## config.mk

```make
export PLATFORM = sky130hd
export DESIGN_NAME = ps2_scan_receiver
export DESIGN_NICKNAME = d
export VERILOG_FILES = /design/src/rtl/ps2_pkg.sv /design/src/rtl/ps2_frame_rx.sv /design/src/rtl/ps2_scan_receiver.sv
export SDC_FILE = /design/constraint.sdc
export NUM_CORES = 1
export LEC_CHECK = 0
export CORE_MARGIN = 2
export CORE_UTILIZATION = 27
export DETAILED_ROUTE_END_ITERATION = 12
export GPL_TIMING_DRIVEN = 0
export PLACE_DENSITY = 0.44
export SLEW_MARGIN = 20
export SYNTH_ARGS = -nofsm -noshare
export SYNTH_HDL_FRONTEND = slang
export SYNTH_SLANG_ARGS = --single-unit
export TNS_END_PERCENT = 5
```

## constraint.sdc

```tcl
create_clock -name clk -period 4.4 [get_ports clk]
set_input_delay 1.32 -clock clk [delete_from_list [all_inputs] [get_ports clk]]
set_output_delay 1.32 -clock clk [all_outputs]
set_load 0.05 [all_outputs]
```

## src/rtl/ps2_pkg.sv

```systemverilog
// Shared constants and frame FSM encoding for the PS/2 scan-code receiver.
// Latency: n/a (declarations only).
// Backpressure: n/a.
package ps2_pkg;

    localparam int PS2_DATA_BITS = 8;

    localparam logic [7:0] PS2_EXT_CODE   = 8'hE0;
    localparam logic [7:0] PS2_BRK_CODE   = 8'hF0;
    localparam logic [7:0] PS2_PAUSE_CODE = 8'hE1;

    typedef enum logic [1:0] {
        IDLE   = 2'd0,
        DATA   = 2'd1,
        PARITY = 2'd2,
        STOP   = 2'd3
    } ps2_state_t;

endpackage

```

## src/rtl/ps2_frame_rx.sv

```systemverilog
// PS/2 frame deserialiser: sync, ps2Clk glitch filter, start/8 data/parity/stop FSM, timeout.
// Latency: byteValid one clk after the stop-bit sample edge; sample edge FILTER_LEN+2 clk after raw fall.
// Backpressure: none; the PS/2 device cannot be stalled, byteValid is a single-cycle pulse.
// Option: PS2_PARITY_CHECK_EN enables odd-parity checking (default build ignores parity bit).
module ps2_frame_rx
    import ps2_pkg::*;
#(
    parameter int FILTER_LEN     = 8,
    parameter int TIMEOUT_CYCLES = 50000
) (
    input  logic       clk,
    input  logic       rst,
    input  logic       ps2Clk,
    input  logic       ps2Data,
    output logic       byteValid,
    output logic [7:0] rxByte,
    output logic       frameError,
    output logic       frameTimeout
);

    localparam int FW = $clog2(FILTER_LEN + 1);
    localparam int TW = $clog2(TIMEOUT_CYCLES + 1);
    localparam logic [FW-1:0] FILT_LAST = FW'(FILTER_LEN - 1);
    localparam logic [TW-1:0] TMO_LAST  = TW'(TIMEOUT_CYCLES - 1);
    localparam logic [2:0]    BIT_LAST  = 3'(PS2_DATA_BITS - 1);

    logic          clkMeta, clkSync, datMeta, datSync;
    logic          clkFilt;
    logic [FW-1:0] filtCnt;
    logic [TW-1:0] tmoCnt;
    logic          sampleEdge, timeoutHit, parityOk;

    ps2_state_t    state, stateNext;
    logic [2:0]    bitCnt, bitCntNext;
    logic [7:0]    shiftReg, shiftRegNext;
    logic          parBit, parBitNext;
    logic          validNext, errNext;

    // Two-flop synchronisers; idle line level is high.
    always_ff @(posedge clk or negedge rst) begin
        if (!rst) begin
            clkMeta <= 1'b1;
            clkSync <= 1'b1;
            datMeta <= 1'b1;
            datSync <= 1'b1;
        end else begin
            clkMeta <= ps2Clk;
            clkSync <= clkMeta;
            datMeta <= ps2Data;
            datSync <= datMeta;
        end
    end

    // Filtered clock follows the synchronised clock only after FILTER_LEN agreeing samples.
    always_ff @(posedge clk or negedge rst) begin
        if (!rst) begin
            clkFilt <= 1'b1;
            filtCnt <= '0;
        end else if (clkSync != clkFilt) begin
            if (filtCnt == FILT_LAST) begin
                clkFilt <= clkSync;
                filtCnt <= '0;
            end else begin
                filtCnt <= filtCnt + 1'b1;
            end
        end else begin
            filtCnt <= '0;
        end
    end

    // The cycle in which the filtered clock is about to fall is the bit sample point.
    assign sampleEdge = clkFilt & ~clkSync & (filtCnt == FILT_LAST);

    // Inactivity counter: restarts on every sample edge and is held clear while idle.
    always_ff @(posedge clk or negedge rst) begin
        if (!rst) begin
            tmoCnt <= '0;
        end else if (state == IDLE || sampleEdge) begin
            tmoCnt <= '0;
        end else begin
            tmoCnt <= tmoCnt + 1'b1;
        end
    end

    assign timeoutHit = (state != IDLE) && !sampleEdge && (tmoCnt == TMO_LAST);

`ifdef PS2_PARITY_CHECK_EN
    assign parityOk = ^{shiftReg, parBit};
`else
    assign parityOk = 1'b1;
`endif

    // Frame FSM state and datapath registers.
    always_ff @(posedge clk or negedge rst) begin
        if (!rst) begin
            state        <= IDLE;
            bitCnt       <= '0;
            shiftReg     <= '0;
            parBit       <= 1'b0;
            byteValid    <= 1'b0;
            frameError   <= 1'b0;
            frameTimeout <= 1'b0;
        end else begin
            state        <= stateNext;
            bitCnt       <= bitCntNext;
            shiftReg     <= shiftRegNext;
            parBit       <= parBitNext;
            byteValid    <= validNext;
            frameError   <= errNext;
            frameTimeout <= timeoutHit;
        end
    end

    // Next-state logic: start bit, LSB-first data, parity capture, stop check.
    always_comb begin
        stateNext    = state;
        bitCntNext   = bitCnt;
        shiftRegNext = shiftReg;
        parBitNext   = parBit;
        validNext    = 1'b0;
        errNext      = 1'b0;
        if (timeoutHit) begin
            stateNext = IDLE;
            errNext   = 1'b1;
        end else if (sampleEdge) begin
            case (state)
                IDLE: begin
                    if (!datSync) begin
                        stateNext  = DATA;
                        bitCntNext = '0;
                    end
                end
                DATA: begin
                    shiftRegNext = {datSync, shiftReg[7:1]};
                    bitCntNext   = bitCnt + 1'b1;
                    if (bitCnt == BIT_LAST) begin
                        stateNext = PARITY;
                    end
                end
                PARITY: begin
                    parBitNext = datSync;
                    stateNext  = STOP;
                end
                STOP: begin
                    stateNext = IDLE;
                    if (datSync && parityOk) begin
                        validNext = 1'b1;
                    end else begin
                        errNext = 1'b1;
                    end
                end
                default: stateNext = IDLE;
            endcase
        end
    end

    assign rxByte = shiftReg;

endmodule

```

## src/rtl/ps2_scan_receiver.sv

```systemverilog
// PS/2 scan-code receiver: frames bytes, tracks E0/F0 prefixes, holds active-low keyDown and inputValue.
// Latency: outputs update 2 clk after the stop-bit sample edge.
// Backpressure: none; scanStrobe and frameError are single-cycle pulses.
// Option: PS2_PARITY_CHECK_EN (see ps2_frame_rx) rejects frames with bad odd parity.
module ps2_scan_receiver
    import ps2_pkg::*;
#(
    parameter int FILTER_LEN     = 8,
    parameter int TIMEOUT_CYCLES = 50000
) (
    input  logic        clk,
    input  logic        rst,
    input  logic        ps2Clk,
    input  logic        ps2Data,
    output logic        keyDown,
    output logic [15:0] inputValue,
    output logic        scanStrobe,
    output logic        frameError
);

    logic        byteValid;
    logic [7:0]  rxByte;
    logic        frameTimeout;
    logic        extFlag, brkFlag;
    logic [15:0] codeValue;

    ps2_frame_rx #(
        .FILTER_LEN     (FILTER_LEN),
        .TIMEOUT_CYCLES (TIMEOUT_CYCLES)
    ) u_frame_rx (
        .clk          (clk),
        .rst          (rst),
        .ps2Clk       (ps2Clk),
        .ps2Data      (ps2Data),
        .byteValid    (byteValid),
        .rxByte       (rxByte),
        .frameError   (frameError),
        .frameTimeout (frameTimeout)
    );

    assign codeValue = {(extFlag ? PS2_EXT_CODE : 8'h00), rxByte};

    // Prefix tracking and make/break decode into the held-key outputs.
    always_ff @(posedge clk or negedge rst) begin
        if (!rst) begin
            keyDown    <= 1'b1;
            inputValue <= 16'h0000;
            scanStrobe <= 1'b0;
            extFlag    <= 1'b0;
            brkFlag    <= 1'b0;
        end else begin
            scanStrobe <= 1'b0;
            if (byteValid) begin
                case (rxByte)
                    PS2_EXT_CODE:   extFlag <= 1'b1;
                    PS2_BRK_CODE:   brkFlag <= 1'b1;
                    PS2_PAUSE_CODE: ;
                    default: begin
                        if (!brkFlag) begin
                            inputValue <= codeValue;
                            keyDown    <= 1'b0;
                        end else if (codeValue == inputValue && !keyDown) begin
                            // Only the break of the most recently made key releases it.
                            keyDown <= 1'b1;
                        end
                        scanStrobe <= 1'b1;
                        extFlag    <= 1'b0;
                        brkFlag    <= 1'b0;
                    end
                endcase
            end else if (frameTimeout) begin
                // An aborted frame may have split a prefixed sequence; start clean.
                extFlag <= 1'b0;
                brkFlag <= 1'b0;
            end
        end
    end

endmodule
```

## Word level (Yosys, flattened, before mapping)

Index checks and enable logic that the tools add are counted.
Widths: inputs -> output; s select.

- $add $sub $neg: 3
- Equal/unequal tests: 17
- Muxes and demuxes: 28
- Bitwise gates (word level): 6
- Reductions and logical operators: 22

Operator list:

| operator | number |
|---|---|
| $eq 8x8->1 const B | 3 |
| $add 16x1->16 const B | 1 |
| $eq 16x16->1 | 1 |
| $eq 16x16->1 const B | 1 |
| $mux 16 | 1 |
| $mux 1 | 15 |
| $reduce_and 3->1 | 4 |
| $mux 2 | 4 |
| $mux 4 | 2 |
| $mux 8 | 1 |
| $pmux 2 s4 | 1 |
| $reduce_bool 2->1 | 4 |
| $ne 2x2->1 const B | 3 |
| $pmux 3 s2 | 1 |
| $reduce_and 2->1 | 3 |
| $add 4x1->4 const B | 1 |
| $eq 2x2->1 const B | 2 |
| $eq 4x3->1 const B | 1 |
| $not 1->1 | 4 |
| $pmux 1 s2 | 2 |
| $reduce_and 4->1 | 1 |
| $reduce_or 2->1 | 2 |
| $add 3x1->3 const B | 1 |
| $eq 3x3->1 const B | 1 |
| other kinds (12) | 16 |

- Flip-flop bits (word level): 61
- Input port bits: 4
- Output and inout port bits: 19
- Word-level logic and storage cells: 94

## Depth between registers and ports, before layout

Gate-level depths: netlist of run 1.

- Word-level depth: 8
- Gate-level depth with buffers: 8
- Mapped depth without buffers: 6

## Hierarchy

From an unflattened synthesis of run 1, not the netlist that was laid out.

- Cell total of the unflattened synthesis: 222
- Area, all modules: 2608.8 um^2

By module, submodules not included:

| module | instances | cells an instance | area an instance (um^2) |
|---|---|---|---|
| ps2_frame_rx | 1 | 162 | 1868.0 |
| ps2_scan_receiver | 1 | 60 | 740.7 |

## Worst setup path after synthesis of run 1

OpenSTA, ideal clock, no wires.

- Path type: register to output
- Start: register inputValue[14]
- End: output port inputValue[14]
- Arrival: 0.952 ns
- Setup slack: 2.128 ns
- Cell stages (with the launch flop): 2
- Cells stage by stage: dfrtp_1 -> buf_4

RTL lines:

| what | line | RTL |
|---|---|---|
| start, declared | ps2_scan_receiver.sv:16 | `output logic [15:0] inputValue,` |
| start signal, assigned | ps2_scan_receiver.sv:60 | `inputValue <= codeValue;` |

No word-level cell between the ends.

## Final worst setup path of run 1

- Start: register inputValue[14]
- End: output port inputValue[14]

No word-level cell between the ends.

==> results of run 1 <==
[stage by stage]
stage	total power [W]	instance area [sq um]	worst slack (ns)
2_1_floorplan	0.0005613	2599	2.128
3_3_place_gp	0.0005806	2930	0.2380
3_5_place_dp	0.0005808	2928	1.758
4_1_cts	0.0009514	3049	1.390
5_1_grt	0.0009718	3049	1.346
6_report	0.0009281	3049	1.426
[worst min-delay path by stage]
stage                                  start                  to  slack, ns  depth (start not counted)
after floorplan           u_frame_rx.clkMeta  u_frame_rx.clkSync       0.35                          0
after global placement    u_frame_rx.clkMeta  u_frame_rx.clkSync       0.35                          0
after detailed placement  u_frame_rx.clkMeta  u_frame_rx.clkSync       0.35                          0
after CTS                 u_frame_rx.clkMeta  u_frame_rx.clkSync       0.36                          0
after global routing      u_frame_rx.datMeta  u_frame_rx.datSync       0.37                          0
final                     u_frame_rx.datMeta  u_frame_rx.datSync       0.36                          0
[report_power, final]
part           switching [W]  total (W)  internal (W)
clock               0.000172   0.000359      0.000188
sequential        0.00000883   0.000520      0.000511
combinational      0.0000313  0.0000491     0.0000178
total               0.000212   0.000928      0.000716
[per-layer routing]
metal	vias up	track usage [%]	share of wire, %
li1	840	-	-
met1	807	13.74	52
met2	28	15.18	44
met3	5	2.052	3.5
met4	0	3.385	1.3
met5	-	0	0
[state kept, by name (all words and copies together) (netlist names), 2 cells and up]
register	flops
u_frame_rx.tmoCnt	16
inputValue	9
u_frame_rx.rxByte	8
u_frame_rx.filtCnt	4
u_frame_rx.bitCnt	3
u_frame_rx.state	2
[kinds of logic after synthesis]
group,Yosys count
and+or+nand+nor,80
AOI/OAI and AO/OA,21
other,1
adders and majority gates,11
xor gates and xnor gates,22
muxes,18
DFF,54
buffers and inverters,22
[worst reg2reg max path, stage by stage (launching register included)]
cell      delay [ns]
dfstp_2         0.54
inv_1           0.04
ha_1            0.16
and4b_1         0.20
buf_6           0.14
or2_0           0.22
buf_6           0.15
nor4_4          0.38
o21bai_1        0.16
[cell type report]
class                           instances  area share [%]
Sequential cell                        54           44.56
Clock buffer                            6           2.708
Multi-Input combinational cell        157           36.52
Clock inverter                          2           1.272
Tap cell                              129           5.293
Buffer                                 13           3.037
Timing Repair Buffer                   17           5.499
Inverter                                9           1.108
[layout by cell type, fill, tap and decap left out, types with 2 or more instances in the layout]
cell / instances
a21oi_1: 4
nand2_1: 14
buf_6: 2
nor2b_1: 3
clkbuf_8: 6
xor2_1: 12
a31oi_1: 2
conb_1: 5
nand3_1: 7
mux2_2: 17
nor3b_1: 2
a211oi_1: 2
inv_1: 9
clkbuf_1: 2
ha_1: 10
dfrtp_1: 48
dfstp_2: 6
xnor2_1: 10
nor2_1: 20
clkdlybuf4s50_1: 16
nor3_1: 7
o21ai_0: 6
nor4_1: 6
buf_2: 2
or3_1: 2
nand4_1: 9
buf_4: 8
==> qor.yml, run 1 <==
timing:
  slew_headroom_pct: 53.36
  max_freq_mhz: 336.2
  finalSetupTns_ns: 0
  rsz0062_at_grt: "no"
  period_minus_slack_ns: 2.974
  clock_skew_ns: 0.01564
  tightest_slew_ns: 0.6996
  finalSetupViolations: 0
  holdWs_ns: 0.3624
  fin_crit_sh_pct: 67.60
  hold_viol_final: 0
  slew_viol_final: 0
cts:
  cts_setup_buffers: 0
  cts.sinks: 54
  tritoncts: "done"
  clk_latency_ns: 0.31
  cts_buffer_depth: 2
  htreeDepth: 2
  cts_made_buffers: 5
  post_cts_resized: 0
  clockRootBuffer: "clkbuf_8"
  cts_hold_buf: 0
  clk_pin_slew_ns: 0.10
global_route:
  antenna_found_initial: 0
  grt-ovfl-total: 0
  grt_usage_pct: 9.827
  grt_pass1_wl_microns: 8135
  grt_max_degree: 55
  grt_pass1_vias: 1708
critical_path:
  slowest_delay_ns: 0.78
  r2r_end: "u_frame_rx.frameError"
  worstPathMaxFanout: 5
  regToRegSetupSlack_ns: 2.36
  startpoint: "inputValue[14]"
  crit_end: "inputValue[14]"
  worstSetupStartpointType: "flop"
  end_kind: "output pin"
  critical_path_class: "flop to output pin"
  crit_chain: "buf_4 -> clkdlybuf4s50_1"
  r2r_start: "u_frame_rx.clkSync"
  reg2reg_depth: 8
  critPathBufInv: 2
  required_ns: 3.08
  cp.depth: 2
  critical_path.top_delay_family: "buffers and inverters"
  slowest_stage: "clkdlybuf4s50_1"
  cp.arrival_ns: 1.65
synth:
  synthAdderAreaFrac_pct: 5.230
  yosys.area_share.simple_pct: 16.71
  synth.most_common_cell: "dfrtp_1"
  ys_async_sr_fraction_pct: 100.0
  synth_top_family_by_area: "simple AND/OR/NAND/NOR gates"
  synth-edff-count: 0
  synth_cell_types: 44
  yosys.area.top_type: "dfrtp_1"
  synth-xor-area-share_pct: 7.458
  synth_common_cells: "48 x dfrtp_1, 20 x nor2_1, 17 x mux2_2, 14 x nand2_1, 12 x xor2_1"
  ys.flop_type: "dfrtp_1"
  synthTopCellsByArea: "dfrtp_1 46%, mux2_2 7.4%, dfstp_2 6.1%"
  synthMuxAreaShare_pct: 7.797
  synth.top_cell.area_share_pct: 46.49
  syn-cell-area_sq_mm: 0.002584
  synth_seq_cells: 54
  seq_area_frac_synth_pct: 52.59
  ys_warn_count: 0
  synthCells: 229
  synth_area_per_cell_sq_um: 11.28
  synth_compound_gate_area_share_pct: 5.182
detailed_routing:
  drt-initial-drc-count: 50
  wl_microns: 4632
  vias: 1680
  wl_per_cell_microns: 11.97
  ant_nets: 0
  firstDrtPassIters: 4
  vias_per_cell: 4.341
  drc: 0
die:
  die_w_microns: 101.8
  row_count: 35
  num_io_pins: 23
  coreArea_sq_mm: 0.009284
  die_y_microns: 101.8
  floorplan.initialDensity_pct: 27.83
  die-area_sq_mm: 0.01037
power_and_ir_drop:
  peakVddDrop_mv: 0.1328
  powerDensity_mw_per_mm2: 304.4
  p_leak_nw: 1.367
cells_and_area:
  fill_cells: 967
  drive_gt1_share_pct: 18.22
  multi_input_area_sq_mm: 0.001114
  final_core_util_pct: 32.84
  syn2layout_area_growth_pct: 18.01
  regArea_sq_mm: 0.001359
  fin_cells: 387
  antenna_cells: 0
  nets: 271
place:
  dp.cells: 379
  portBuffers: 17
  hpwlAfterDp_microns: 3107
  gp_congestion: 0.7115
run:
  maxCapViolations: 0
min_path:
  hp-class: "flop to flop"
run_status:
  status: "finished clean"
Note: power is estimated with default switching activity, not from simulation.
==> inputs of run 2 (changes only) <==
- PLACE_DENSITY: 0.44 -> 0.46
- clock period: 4.4 -> 2.4 ns (I/O delays scaled with it)
==> qor.yml, run 2 (same netlist as run 1, synthesis figures left out) <==
min_path:
  hp-class: "flop to flop"
cts:
  cts_setup_buffers: 0  # unchanged
  cts_hold_buf: 0  # unchanged
  htreeDepth: 2  # unchanged
  post_cts_resized: 0  # unchanged
  clockRootBuffer: "clkbuf_8"
  tritoncts: "done"
  cts_buffer_depth: 2  # unchanged
  clk_latency_ns: 0.31  # about the same
  cts.sinks: 54  # unchanged
  clk_pin_slew_ns: 0.10  # about the same
  cts_made_buffers: 5  # unchanged
timing:
  holdWs_ns: 0.3598  # -0.002590 ns
  rsz0062_at_grt: "no"
  max_freq_mhz: 436.6
  hold_viol_final: 0  # unchanged
  fin_crit_sh_pct: 95.44
  slew_viol_final: 0  # unchanged
  clock_skew_ns: 0.01112  # -0.004520 ns
  period_minus_slack_ns: 2.291
  slew_headroom_pct: 53.51  # +0.15 points
  finalSetupViolations: 0  # unchanged
  tightest_slew_ns: 0.6974  # -0.002244 ns
critical_path:
  regToRegSetupSlack_ns: 0.31  # -2.05 ns
  required_ns: 1.68  # -1.40 ns
  worstPathMaxFanout: 5  # unchanged
  cp.arrival_ns: 1.57  # -0.08 ns
  crit_end: "inputValue[13]"
  critPathBufInv: 1  # -1
  slowest_stage: "clkdlybuf4s50_1"
  worstSetupStartpointType: "flop"
  startpoint: "inputValue[14]"
  critical_path.top_delay_family: "buffers and inverters"
  r2r_end: "u_frame_rx.frameError"
  critical_path_class: "flop to output pin"
  slowest_delay_ns: 0.83  # +0.05 ns
  cp.depth: 1  # -1
  r2r_start: "u_frame_rx.clkSync"
  reg2reg_depth: 8  # unchanged
  end_kind: "output pin"
  crit_chain: "clkdlybuf4s50_1"
detailed_routing:
  vias: 1705  # +1.5%
  vias_per_cell: 4.406  # +1.5%
  drt-initial-drc-count: 70  # +40%
  firstDrtPassIters: 4  # unchanged
  wl_microns: 4570  # -1.3%
  drc: 0  # unchanged
  wl_per_cell_microns: 11.81  # -1.3%
  ant_nets: 0  # unchanged
cells_and_area:
  largest_reg_flops: 16  # unchanged
  drive_gt1_share_pct: 18.60  # +0.39 points
  syn2layout_area_growth_pct: 16.90
  top_register: "u_frame_rx.tmoCnt"
  final_core_util_pct: 32.53  # -0.31 points
  nets: 271  # unchanged
  final_cell_mix: "48 x dfrtp_1, 20 x nor2_1, 17 x mux2_2, 14 x nand2_1, 13 x clkdlybuf4s50_1"
  antenna_cells: 0  # unchanged
  design_area_sq_mm: 0.003020  # -0.94%
  layout_commonest_cell: "dfrtp_1"
die:
  coreArea_sq_mm: 0.009284  # unchanged
  die_y_microns: 101.8  # unchanged
  num_io_pins: 23  # unchanged
  row_count: 35  # unchanged
  die_w_microns: 101.8  # unchanged
  die-area_sq_mm: 0.01037  # unchanged
  floorplan.initialDensity_pct: 27.83  # unchanged
power_and_ir_drop:
  fin_total_pwr_w: 0.001558  # +68%
  peakVddDrop_mv: 0.2118  # +59%
  p_leak_nw: 1.389  # +1.6%
  powerDensity_mw_per_mm2: 515.7  # +69%
place:
  portBuffers: 17  # unchanged
  dpl_cell_area_sq_mm: 0.002928  # unchanged
  gp_congestion: 0.7178  # +0.89%
  hpwlAfterDp_microns: 3064  # -1.4%
global_route:
  grt_usage_pct: 9.726  # -0.10 points
  antenna_found_initial: 0  # unchanged
  grt_max_degree: 55  # unchanged
  grt_pass1_vias: 1656  # -3.0%
  grt_pass1_wl_microns: 8038  # -1.2%
  grt-ovfl-total: 0  # unchanged
run_status:
  status: "finished clean"
run:
  maxCapViolations: 0  # unchanged
## run 2: worst min path at each step
stage	startpoint	slack, ns	endpoint	cells past startpoint
after floorplan	u_frame_rx.clkMeta	0.35	u_frame_rx.clkSync	0
after global placement	u_frame_rx.clkMeta	0.35	u_frame_rx.clkSync	0
after detailed placement	u_frame_rx.clkMeta	0.35	u_frame_rx.clkSync	0
after CTS	u_frame_rx.clkMeta	0.36	u_frame_rx.clkSync	0
after global routing	u_frame_rx.datMeta	0.37	u_frame_rx.datSync	0
final	u_frame_rx.clkMeta	0.36	u_frame_rx.clkSync	0
## run 2: metal layers
| metal | global-route usage (%) | routed length, microns | vias up |
|---|---|---|---|
| met3 | 2.531 | 186 | 6 |
| li1 | - | - | 843 |
| met5 | 0 | 0 | - |
| met1 | 13.41 | 2302 | 826 |
| met4 | 2.462 | 46 | 0 |
| met2 | 15.33 | 2034 | 30 |
## run 2: per-stage QoR
step / worst slack (ns) / TNS (ns) / instances
global placement: -1.193 / -60.35 / 379
CTS: 0.002978 / 0 / 387
floorplan: 0.5271 / 0 / 233
global route: 0.05155 / 0 / 387
detailed placement: 0.3047 / 0 / 379
finish: 0.1094 / 0 / 387
## run 2: area by class of cell
class                           count  area (sq um)
Buffer                             13         92.59
Clock buffer                        5         68.82
Clock inverter                      3         21.27
Fill cell                         993          6264
Inverter                            9         33.78
Multi-Input combinational cell    157          1114
Sequential cell                    54          1359
Tap cell                          129         161.4
Timing Repair Buffer               17         170.2
## run 2: report_power, final
group          switching [W]  internal [W]  leakage (nW)
combinational      0.0000574     0.0000326         0.614
sequential         0.0000162      0.000937         0.731
clock               0.000308      0.000206        0.0441
total               0.000382       0.00118          1.39
==> inputs of run 3 (changes only) <==
- CTS_CLUSTER_SIZE: default -> 16
==> results of run 3 <==
Same layout as run 2: the final DEF is identical, and so are final timing and power.
